### config.mk
export PLATFORM = sky130hd
export DESIGN_NAME = keypad_entry
export DESIGN_NICKNAME = d
export VERILOG_FILES = /design/src/rtl/keypad_entry.sv
export SDC_FILE = /design/constraint.sdc
export NUM_CORES = 1
export LEC_CHECK = 0
export CORE_MARGIN = 3
export CORE_UTILIZATION = 50
export DETAILED_ROUTE_END_ITERATION = 8
export PLACE_DENSITY = 0.75
export SYNTH_ARGS = -nofsm -noshare
export SYNTH_HDL_FRONTEND = slang
export SYNTH_SLANG_ARGS = --single-unit
### constraint.sdc
create_clock -name clk -period 6.52 [get_ports clk]
set_input_delay 1.956 -clock clk [delete_from_list [all_inputs] [get_ports clk]]
set_output_delay 1.956 -clock clk [all_outputs]
set_load 0.05 [all_outputs]
### src/rtl/keypad_entry.sv
// keypad_entry: 4x4 active-low matrix keypad scanner with debounce and digit cursor.
// Drives one column low at a time, synchronises and samples the rows, classifies
// each full scan and debounces it. Every accepted press appears as a one-cycle
// write strobe carrying the key code (num) and the current digit cursor (sel).
// The cursor then advances modulo 8.
//
// Ports:
//   clk       system clock
//   reset     asynchronous, active-high
//   row[3:0]  keypad rows, active-low, asynchronous to clk
//   col[3:0]  keypad column drive, active-low, at most one column low
//   write     one-cycle strobe: store num at digit sel
//   sel[2:0]  digit cursor
//   num[3:0]  last accepted key code
//   key_held  high while a debounced press is active
module keypad_entry #(
  parameter int unsigned SCAN_DIV       = 50000,
  parameter int unsigned DEBOUNCE_SCANS = 4
) (
  input  logic       clk,
  input  logic       reset,
  input  logic [3:0] row,
  output logic [3:0] col,
  output logic       write,
  output logic [2:0] sel,
  output logic [3:0] num,
  output logic       key_held
);

  localparam int unsigned DivW = $clog2(SCAN_DIV);
  localparam int unsigned CntW = $clog2(DEBOUNCE_SCANS + 1);
  localparam logic [DivW-1:0] DivLast   = DivW'(SCAN_DIV - 1);
  localparam logic [CntW-1:0] CntTarget = CntW'(DEBOUNCE_SCANS);

  typedef enum logic [1:0] {StIdle, StPressWait, StHeld, StRelWait} state_e;

  logic [3:0]      row_s1_q, row_s2_q;
  logic [DivW-1:0] div_q, div_d;
  logic [1:0]      col_idx_q, col_idx_d;
  logic [15:0]     hits_q, hits_d;
  state_e          state_q, state_d;
  logic [3:0]      cand_q, cand_d;
  logic [CntW-1:0] cnt_q, cnt_d;
  logic            write_q, write_d;
  logic [2:0]      sel_q, sel_d;
  logic [3:0]      num_q, num_d;
  logic            key_held_q, key_held_d;

  logic        sample, scan_end;
  logic [4:0]  n_hits;
  logic [3:0]  key_idx;
  logic        is_none, is_single;
  logic        accept;

  // Key code for matrix index {row, col}.
  function automatic logic [3:0] key_code(input logic [3:0] idx);
    logic [3:0] code;
    unique case (idx)
      4'd0:  code = 4'h1;
      4'd1:  code = 4'h2;
      4'd2:  code = 4'h3;
      4'd3:  code = 4'hA;
      4'd4:  code = 4'h4;
      4'd5:  code = 4'h5;
      4'd6:  code = 4'h6;
      4'd7:  code = 4'hB;
      4'd8:  code = 4'h7;
      4'd9:  code = 4'h8;
      4'd10: code = 4'h9;
      4'd11: code = 4'hC;
      4'd12: code = 4'hE;
      4'd13: code = 4'h0;
      4'd14: code = 4'hF;
      default: code = 4'hD;
    endcase
    return code;
  endfunction

  // Scan timing and row capture.
  always_comb begin
    sample    = (div_q == DivLast);
    scan_end  = sample && (col_idx_q == 2'd3);
    div_d     = sample ? '0 : div_q + DivW'(1);
    col_idx_d = sample ? col_idx_q + 2'd1 : col_idx_q;
    hits_d    = hits_q;
    for (int r = 0; r < 4; r++) begin
      for (int c = 0; c < 4; c++) begin
        if (sample && (col_idx_q == 2'(c))) begin
          hits_d[r*4 + c] = ~row_s2_q[r];
        end
      end
    end
  end

  // Classify the completed scan; hits_d holds the full matrix at the col-3 sample.
  always_comb begin
    n_hits  = '0;
    key_idx = '0;
    for (int i = 0; i < 16; i++) begin
      n_hits = n_hits + 5'(hits_d[i]);
      if (hits_d[i]) begin
        key_idx = 4'(i);
      end
    end
    is_none   = (n_hits == 5'd0);
    is_single = (n_hits == 5'd1);
  end

  // Debounce FSM, stepped once per completed scan.
  always_comb begin
    state_d = state_q;
    cand_d  = cand_q;
    cnt_d   = cnt_q;
    accept  = 1'b0;
    if (scan_end) begin
      unique case (state_q)
        StIdle: begin
          if (is_single) begin
            cand_d = key_idx;
            cnt_d  = CntW'(1);
            if (DEBOUNCE_SCANS == 1) begin
              state_d = StHeld;
              accept  = 1'b1;
            end else begin
              state_d = StPressWait;
            end
          end
        end
        StPressWait: begin
          if (is_single && (key_idx == cand_q)) begin
            cnt_d = cnt_q + CntW'(1);
            if (cnt_d == CntTarget) begin
              state_d = StHeld;
              accept  = 1'b1;
            end
          end else if (is_single) begin
            cand_d = key_idx;
            cnt_d  = CntW'(1);
          end else begin
            state_d = StIdle;
          end
        end
        StHeld: begin
          if (is_none) begin
            cnt_d   = CntW'(1);
            // A single clean scan is already a full release.
            state_d = (DEBOUNCE_SCANS == 1) ? StIdle : StRelWait;
          end
        end
        StRelWait: begin
          if (is_none) begin
            cnt_d = cnt_q + CntW'(1);
            if (cnt_d == CntTarget) begin
              state_d = StIdle;
            end
          end else begin
            state_d = StHeld;
          end
        end
      endcase
    end
  end

  // Output next-state: cursor advances the cycle after the strobe.
  always_comb begin
    write_d    = accept;
    num_d      = accept ? key_code(cand_d) : num_q;
    sel_d      = write_q ? sel_q + 3'd1 : sel_q;
    key_held_d = (state_d == StHeld) || (state_d == StRelWait);
  end

  always_ff @(posedge clk or posedge reset) begin
    if (reset) begin
      row_s1_q   <= 4'hF;
      row_s2_q   <= 4'hF;
      div_q      <= '0;
      col_idx_q  <= 2'd0;
      hits_q     <= '0;
      state_q    <= StIdle;
      cand_q     <= '0;
      cnt_q      <= '0;
      write_q    <= 1'b0;
      sel_q      <= '0;
      num_q      <= '0;
      key_held_q <= 1'b0;
    end else begin
      row_s1_q   <= row;
      row_s2_q   <= row_s1_q;
      div_q      <= div_d;
      col_idx_q  <= col_idx_d;
      hits_q     <= hits_d;
      state_q    <= state_d;
      cand_q     <= cand_d;
      cnt_q      <= cnt_d;
      write_q    <= write_d;
      sel_q      <= sel_d;
      num_q      <= num_d;
      key_held_q <= key_held_d;
    end
  end

  assign col      = ~(4'b0001 << col_idx_q);
  assign write    = write_q;
  assign sel      = sel_q;
  assign num      = num_q;
  assign key_held = key_held_q;

endmodule

==> flow_metrics.tcl, run 1 <==
set metrics [dict create \
    outcome "completed" \
    multi_input_area_mm2 0.00235 \
    busiest_layer "met2" \
    drc 0 \
    hold_start "row_s1_q[3]$_DFF_PP1_" \
    synth_async_sr_flop_share 1.00 \
    globalRouteMet1Util 0.286 \
    number_of_clock_buffers_inserted_by_tritoncts 9 \
    total_leakage_power_nw 2.21 \
    hp-class "flip-flop to flip-flop" \
    whs_endpoint "row_s2_q[3]$_DFF_PP1_" \
    total_setup_violations_reported_at_the_end_of_the_flow 0 \
    floorplan.initialDensity 0.526 \
    mean_post_synth_cell_area_um2 9.17 \
    timing_worst_slew_pin_value_ns 0.741 \
    synth_top_cells_by_area "dfrtp_1, ha_1, dfstp_2" \
    switching_power_uw 169 \
    met2_global_route_usage 0.365 \
    synthesis.yosys.warnings 0 \
    track_usage 0.225 \
    insertion_delay_ns 0.35 \
    yosysMostFrequentCell "dfrtp_1" \
    cts_num_sinks 60 \
    dp_worst_slack_ns -0.118 \
    slew_violations 0 \
    die_x_um 94.1 \
    core.rowCount 31 \
    half_perimeter_wire_length_after_detailed_placement_mm 6.37 \
    avgViaCountPerCell 5.77 \
    syn_area_mm2 0.00388 \
    maxClockFrequency_mhz 157 \
    final_cell_area_mm2 0.00492 \
    critPathRequiredTime_ns 6.81 \
    peakVddDrop_mv 0.127 \
    edff_count_synth 0 \
    grt_pass1_vias 3304 \
    synth.yosys.seq_area_share 0.390 \
    grt_use_met3 0.0465 \
    max_slew_margin 0.506 \
    antenna_cells_inserted 0 \
    area.sequential_mm2 0.00151 \
    clock_tree.htree_level_count 3 \
    layout.core_utilization 0.668 \
    globalRouteOverflowTotal 0 \
    p_seq_frac 0.467 \
    cts_tree "built" \
    postSynthCellCount 423 \
    nNetsFinal 517 \
    whs_ns 0.358 \
    reg2reg_slack_ns 0.16 \
    netlist_top_cells_count "dfrtp_1, inv_1, nand2_1" \
    drive_above_1_share 0.238 \
    postLayoutSetupSlackWorst_ns 0.159 \
    power.share.clock 0.518 \
    clkTransAtPathRegs_ns 0.07 \
    total_power_consumption_of_the_routed_design_uw 814 \
    core-area_mm2 0.00737 \
    drtAntennaViolNets 0 \
    combinationalPowerShare 0.015 \
    crit_path_launch_type "flip-flop" \
    final-hold-violation-count 0 \
    logic_depth_of_the_worst_register_to_register_path 23 \
    synth.ff_latch_count 60 \
    cts.path.max_buffers 2 \
    worst_clock_skew_ns 0.00975 \
    wl_per_cell_um 16.0 \
    critical_path.reg2reg.startpoint "div_q[13]$_DFF_PP0_" \
    port_buffers 18 \
    area.growth.synth_to_final_pct 27.0 \
    grt_start_max_net_pins 61 \
    vias 3385 \
    synthesis.nets 457 \
    drt_first_iter_violations 263 \
    synth_cell_types 58 \
    critPathArrivalTime_ns 6.65 \
    worst_hold_path.num_cells 0 \
    cellInternalPower_uw 645 \
    fp.dieArea_mm2 0.00885 \
    pd_cells_mw_per_mm2 165 \
    finalWeightedCongestion 0.874 \
    drt_pass1_iterations 5 \
    synthFlopType "dfrtp_1" \
    yosysTopAreaCell "dfrtp_1" \
    fill_cells 549 \
    worstSetupPathType "flip-flop to flip-flop" \
    drv.max_cap_violation_count 0 \
    period_needed_ns 6.36 \
    worst-path-max-fanout 5 \
    detailed_place.area_mm2 0.00435 \
    detailed_route_wl_mm 9.42 \
    first_pass_grt_wire_length_mm 15.4 \
    unrepaired_setup_endpoints_after_global_routing "yes" \
    post-route-period-util 0.976 \
    chipHeight_um 94.1 \
    clock_tree.root_cell "clkbuf_8" \
    end_kind "flip-flop" \
    io_pins 19 \
    netSwitchingFraction 0.208 \
    synth_top_cell_area_share 0.336 \
    antenna_violations_before_repair 0 \
    rr_endpoint "num[2]$_DFFE_PP0P_" \
]
==> sequential cells by signal (all words and copies together) (netlist names), 3 cells and up <==
register and cells:
cand_q 4, cnt_q 3, div_q 16, hits_q 16, num 4, row_s1_q 4
row_s2_q 4, sel 3
==> logic make-up (layout without fill, tap and decap cells) <==
logic type	after synthesis	after routing	synth area share
compound gates	93	93	0.160
xor+xnor	20	20	0.0471
fa+ha+maj	28	28	0.110
buf+inv	55	120	0.0552
flops	60	60	0.390
mux	13	13	0.0349
simple gates	154	154	0.204
==> final cells by class <==
class	count	area share
sequential	60	0.307
inverter	43	0.0328
timing repair buffer	61	0.106
clock buffer	10	0.0280
multi-input combinational	308	0.478
clock inverter	6	0.0226
tap	99	0.0252
==> power by group through the flow <==
stage | logic, mW | clock network, mW | registers [mW]
final | 0.0123 | 0.421 | 0.381
after floorplan | 0.00745 | 0 | 0.385
after global routing | 0.0144 | 0.450 | 0.381
after global placement | 0.0126 | 0 | 0.387
after detailed placement | 0.0127 | 0 | 0.387
after CTS | 0.0127 | 0.428 | 0.380
==> metal layers <==
| metal | vias to the layer above | part of all wire |
|---|---|---|
| li1 | 1594 | - |
| met1 | 1643 | 0.42 |
| met2 | 120 | 0.50 |
| met3 | 28 | 0.052 |
| met4 | 0 | 0.025 |
| met5 | - | 0 |
==> critical path, cell delays in order, from the launching register on <==
cell	delay (ns)
dfrtp_2	0.44
nor4bb_4	0.36
and4_4	0.35
buf_4	0.14
nand2_2	0.08
o21ai_2	0.17
inv_1	0.08
fa_1	0.55
fa_1	0.45
fa_1	0.54
inv_2	0.05
fa_1	0.47
ha_2	0.20
fa_1	0.52
nor3_4	0.19
nand3_2	0.13
nor3_4	0.26
buf_6	0.17
a21o_1	0.18
buf_6	0.13
inv_2	0.04
ha_1	0.18
or4_1	0.52
nand3_1	0.10
==> what timing repair did <==
action                                 4_1_cts  5_1_grt
pin swaps                                    1       24
setup buffers                                1       16
resized for setup                           10       43
hold buffers                                 0        0
endpoints found under the hold margin        0        0
setup endpoints to repair                    4        7
==> per-stage QoR <==
stage	setup TNS (ns)	cells
6_report	0	587
5_1_grt	-0.196	587
4_1_cts	0	572
3_5_place_dp	-0.215	555
3_3_place_gp	-0.000677	555
2_1_floorplan	0	423
==> worst max-delay path by stage <==
stage / endpoint / slack (ns) / start / cells past startpoint
detailed placement: num[2]$_DFFE_PP0P_ / -0.12 / div_q[12]$_DFF_PP0_ / 20
global placement: num[2]$_DFFE_PP0P_ / -0.0007 / div_q[12]$_DFF_PP0_ / 20
CTS: num[2]$_DFFE_PP0P_ / 0.0003 / div_q[0]$_DFF_PP0_ / 27
global route: num[2]$_DFFE_PP0P_ / -0.17 / col_idx_q[0]$_DFFE_PP0N_ / 27
finish: num[2]$_DFFE_PP0P_ / 0.16 / div_q[13]$_DFF_PP0_ / 23
floorplan: num[2]$_DFFE_PP0P_ / 0.02 / div_q[0]$_DFF_PP0_ / 28
==> placed cells by master (no fill, tap or decap), types with 3 or more instances in the layout <==
cell type        synthesis  layout
o21ai_0                 35      28
o21ai_1                  4       4
a31oi_1                  5       5
and3_1                   8       8
inv_2                    0       6
or2_2                    3       3
a21o_1                   5       5
bufinv_16                0       3
clkdlybuf4s50_1          0      18
nand2b_1                 8       8
mux2i_1                  9       6
nand3_1                 17      15
nor3_1                   6       4
clkbuf_8                 0      10
ha_4                     0       3
dfrtp_1                 52      51
xor2_1                   7       7
xnor2_1                 12      12
nand4_1                  9       9
mux2_2                   4       4
dfstp_2                  8       8
o211ai_1                 3       3
and4_1                   5       4
nand2_1                 42      40
buf_4                    1      38
fa_1                    10      10
a21boi_0                 3       3
o31ai_1                  4       4
or3_1                    4       4
nor2_1                  38      36
mux2i_4                  0       3
o21ai_2                  0       6
a21oi_1                 12      12
o21a_1                   3       3
inv_1                   42      36
ha_1                    18      14
buf_6                    0       5
No activity file was read; power rests on OpenSTA's default activity.
==> run 2: changes to the inputs <==
--- a/config.mk
+++ b/config.mk
@@ -5,7 +5,6 @@
 export SDC_FILE = /design/constraint.sdc
 export NUM_CORES = 1
 export LEC_CHECK = 0
-export CORE_MARGIN = 3
 export CORE_UTILIZATION = 50
 export DETAILED_ROUTE_END_ITERATION = 8
 export PLACE_DENSITY = 0.75
==> run 2 against run 1 <==
Net effect:
- via count decreased by 1.4%
- clock power fell by 25%
- critical path depth down 2
- utilization decreased by 3.1 points
- register-to-register slack better by 0.10 ns
- power shrank 13%
- global-route usage is 1.8 points higher
- die area fell by 8.3%
- non-clock buffer count is 11 lower
- critical endpoint unchanged
==> flow_metrics.tcl, run 2 (same netlist as run 1, synthesis figures left out) <==
set metrics [dict create \
    logic_depth_of_the_worst_register_to_register_path 21 \
    max_slew_margin 0.494 \
    grt_pass1_vias 3220 \
    drc 0 \
    wl_per_cell_um 15.9 \
    largest_registers "div_q (16), hits_q (16)" \
    clkTransAtPathRegs_ns 0.07 \
    drv.max_cap_violation_count 0 \
    mostFrequentLayoutCell "dfrtp_1" \
    whs_endpoint "row_s2_q[1]$_DFF_PP1_" \
    drt_first_iter_violations 310 \
    antenna_violations_before_repair 0 \
    timing_worst_slew_pin_value_ns 0.759 \
    antenna_cells_inserted 0 \
    total_leakage_power_nw 2.13 \
    vias 3339 \
    hp-class "flip-flop to flip-flop" \
    number_of_clock_buffers_inserted_by_tritoncts 9 \
    rr_endpoint "num[2]$_DFFE_PP0P_" \
    unrepaired_setup_endpoints_after_global_routing "yes" \
    critPathRequiredTime_ns 6.80 \
    layout.core_utilization 0.637 \
    io_pins 19 \
    reg2reg_slack_ns 0.26 \
    chipHeight_um 90.1 \
    peakVddDrop_mv 0.133 \
    post-route-period-util 0.960 \
    period_needed_ns 6.26 \
    detailed_route_wl_mm 9.13 \
    core.rowCount 31 \
    drt_pass1_iterations 5 \
    critical_path.reg2reg.startpoint "div_q[12]$_DFF_PP0_" \
    area.growth.synth_to_final_pct 21.1 \
    dr_wl_met3_um 459 \
    insertion_delay_ns 0.34 \
    globalRouteOverflowTotal 0 \
    pd_cells_mw_per_mm2 151 \
    hold_start "row_s1_q[1]$_DFF_PP1_" \
    drtAntennaViolNets 0 \
    worst_clock_skew_ns 0.00914 \
    drive_above_1_share 0.197 \
    avgViaCountPerCell 5.80 \
    half_perimeter_wire_length_after_detailed_placement_mm 6.69 \
    finalWeightedCongestion 0.949 \
    maxClockFrequency_mhz 160 \
    dr_wl_met2_mm 4.57 \
    floorplan.initialDensity 0.526 \
    clock_tree.root_cell "clkbuf_8" \
    highest_layer_used_for_signal_routing "met4" \
    grt_start_max_net_pins 61 \
    cts.path.max_buffers 2 \
    first_pass_grt_wire_length_mm 15.3 \
    track_usage 0.242 \
    slew_violations 0 \
    worstSetupPathType "flip-flop to flip-flop" \
    postLayoutSetupSlackWorst_ns 0.259 \
    port_buffers 18 \
    crit_path_launch_type "flip-flop" \
    most_frequent_cells_in_the_layout "dfrtp_1, nand2_1, inv_1, nor2_1, buf_4" \
    total_setup_violations_reported_at_the_end_of_the_flow 0 \
    nNetsFinal 506 \
    end_kind "flip-flop" \
    worst-path-max-fanout 8 \
    final-hold-violation-count 0 \
    cts_num_sinks 60 \
    clock_tree.htree_level_count 3 \
    m1WireLength_mm 3.91 \
    cts_tree "built" \
    critPathArrivalTime_ns 6.54 \
    outcome "completed" \
    worst_hold_path.num_cells 0 \
    core-area_mm2 0.00737 \
    cts_hold_buffers 0 \
    fp.dieArea_mm2 0.00811 \
    dp_worst_slack_ns -0.251 \
    die_x_um 90.1 \
]
==> run 2: cell types whose count changed in the layout (fill, tap and decap cells not counted), moves of 2 or more <==
cell,previous run,this run
buf_4,38,30
inv_1,36,40
buf_6,5,2
o21ai_1,4,6
clkbuf_8,10,12
inv_2,6,2
clkinv_2,1,3
ha_4,3,1
bufinv_16,3,0
==> run 2: cell type report <==
cell class                 count  area [µm²]
clock buffer                  12         165
clock inverter                 4        22.5
fill                         621        2680
inverter                      43         161
multi-input combinational    308        2280
sequential                    60        1510
tap                           99         124
timing repair buffer          50         428
==> run 2: how the worst max path moves through the flow <==
stage	end	cells past startpoint	start
2_1_floorplan	num[2]$_DFFE_PP0P_	28	div_q[0]$_DFF_PP0_
3_3_place_gp	num[2]$_DFFE_PP0P_	25	div_q[12]$_DFF_PP0_
3_5_place_dp	num[2]$_DFFE_PP0P_	20	div_q[12]$_DFF_PP0_
4_1_cts	num[2]$_DFFE_PP0P_	27	div_q[0]$_DFF_PP0_
5_1_grt	num[2]$_DFFE_PP0P_	25	div_q[12]$_DFF_PP0_
6_report	num[2]$_DFFE_PP0P_	21	div_q[12]$_DFF_PP0_
==> run 2: critical path: stages, from the launching register on <==
cell	delay [ns]
dfrtp_1	0.43
buf_4	0.17
nor4b_4	0.35
nand4_1	0.15
buf_6	0.17
mux2i_4	0.20
fa_1	0.52
inv_1	0.06
fa_1	0.48
fa_1	0.56
inv_1	0.06
fa_1	0.45
ha_2	0.21
fa_1	0.52
nor3_4	0.19
nand2_1	0.15
nor2_2	0.17
o2111ai_4	0.19
o21ai_2	0.24
mux2_2	0.44
or4_1	0.41
nand3_1	0.09
==> run 2: layer usage <==
layer	GRT usage	up-vias
met5	0	-
met4	0.105	0
met3	0.0448	20
met2	0.410	113
met1	0.303	1629
li1	-	1577
==> run 2: what timing repair did <==
| action | in CTS | in global routing |
|---|---|---|
| pin swaps | 3 | 12 |
| hold endpoints to repair | 0 | 0 |
| endpoints found under the setup margin | 4 | 4 |
| setup buffers | 2 | 3 |
| resized for setup | 15 | 18 |
| gates cloned | 0 | 0 |
==> run 2: power by group <==
part           switching [mW]  internal (mW)
sequential            0.00387          0.377
clock                   0.148          0.167
combinational         0.00820        0.00400
==> run 2: stage by stage <==
stage / cells / instance area, µm² / power (mW) / hold slack, ns / TNS, ns
6_report: 576 / 4690 / 0.708 / 0.346 / 0
2_1_floorplan: 423 / 3900 / 0.392 / 0.345 / 0
4_1_cts: 573 / 4600 / 0.717 / 0.347 / 0
3_5_place_dp: 555 / 4350 / 0.400 / 0.347 / -0.734
5_1_grt: 576 / 4690 / 0.736 / 0.352 / -0.0402
3_3_place_gp: 555 / 4350 / 0.399 / 0.346 / -0.0500
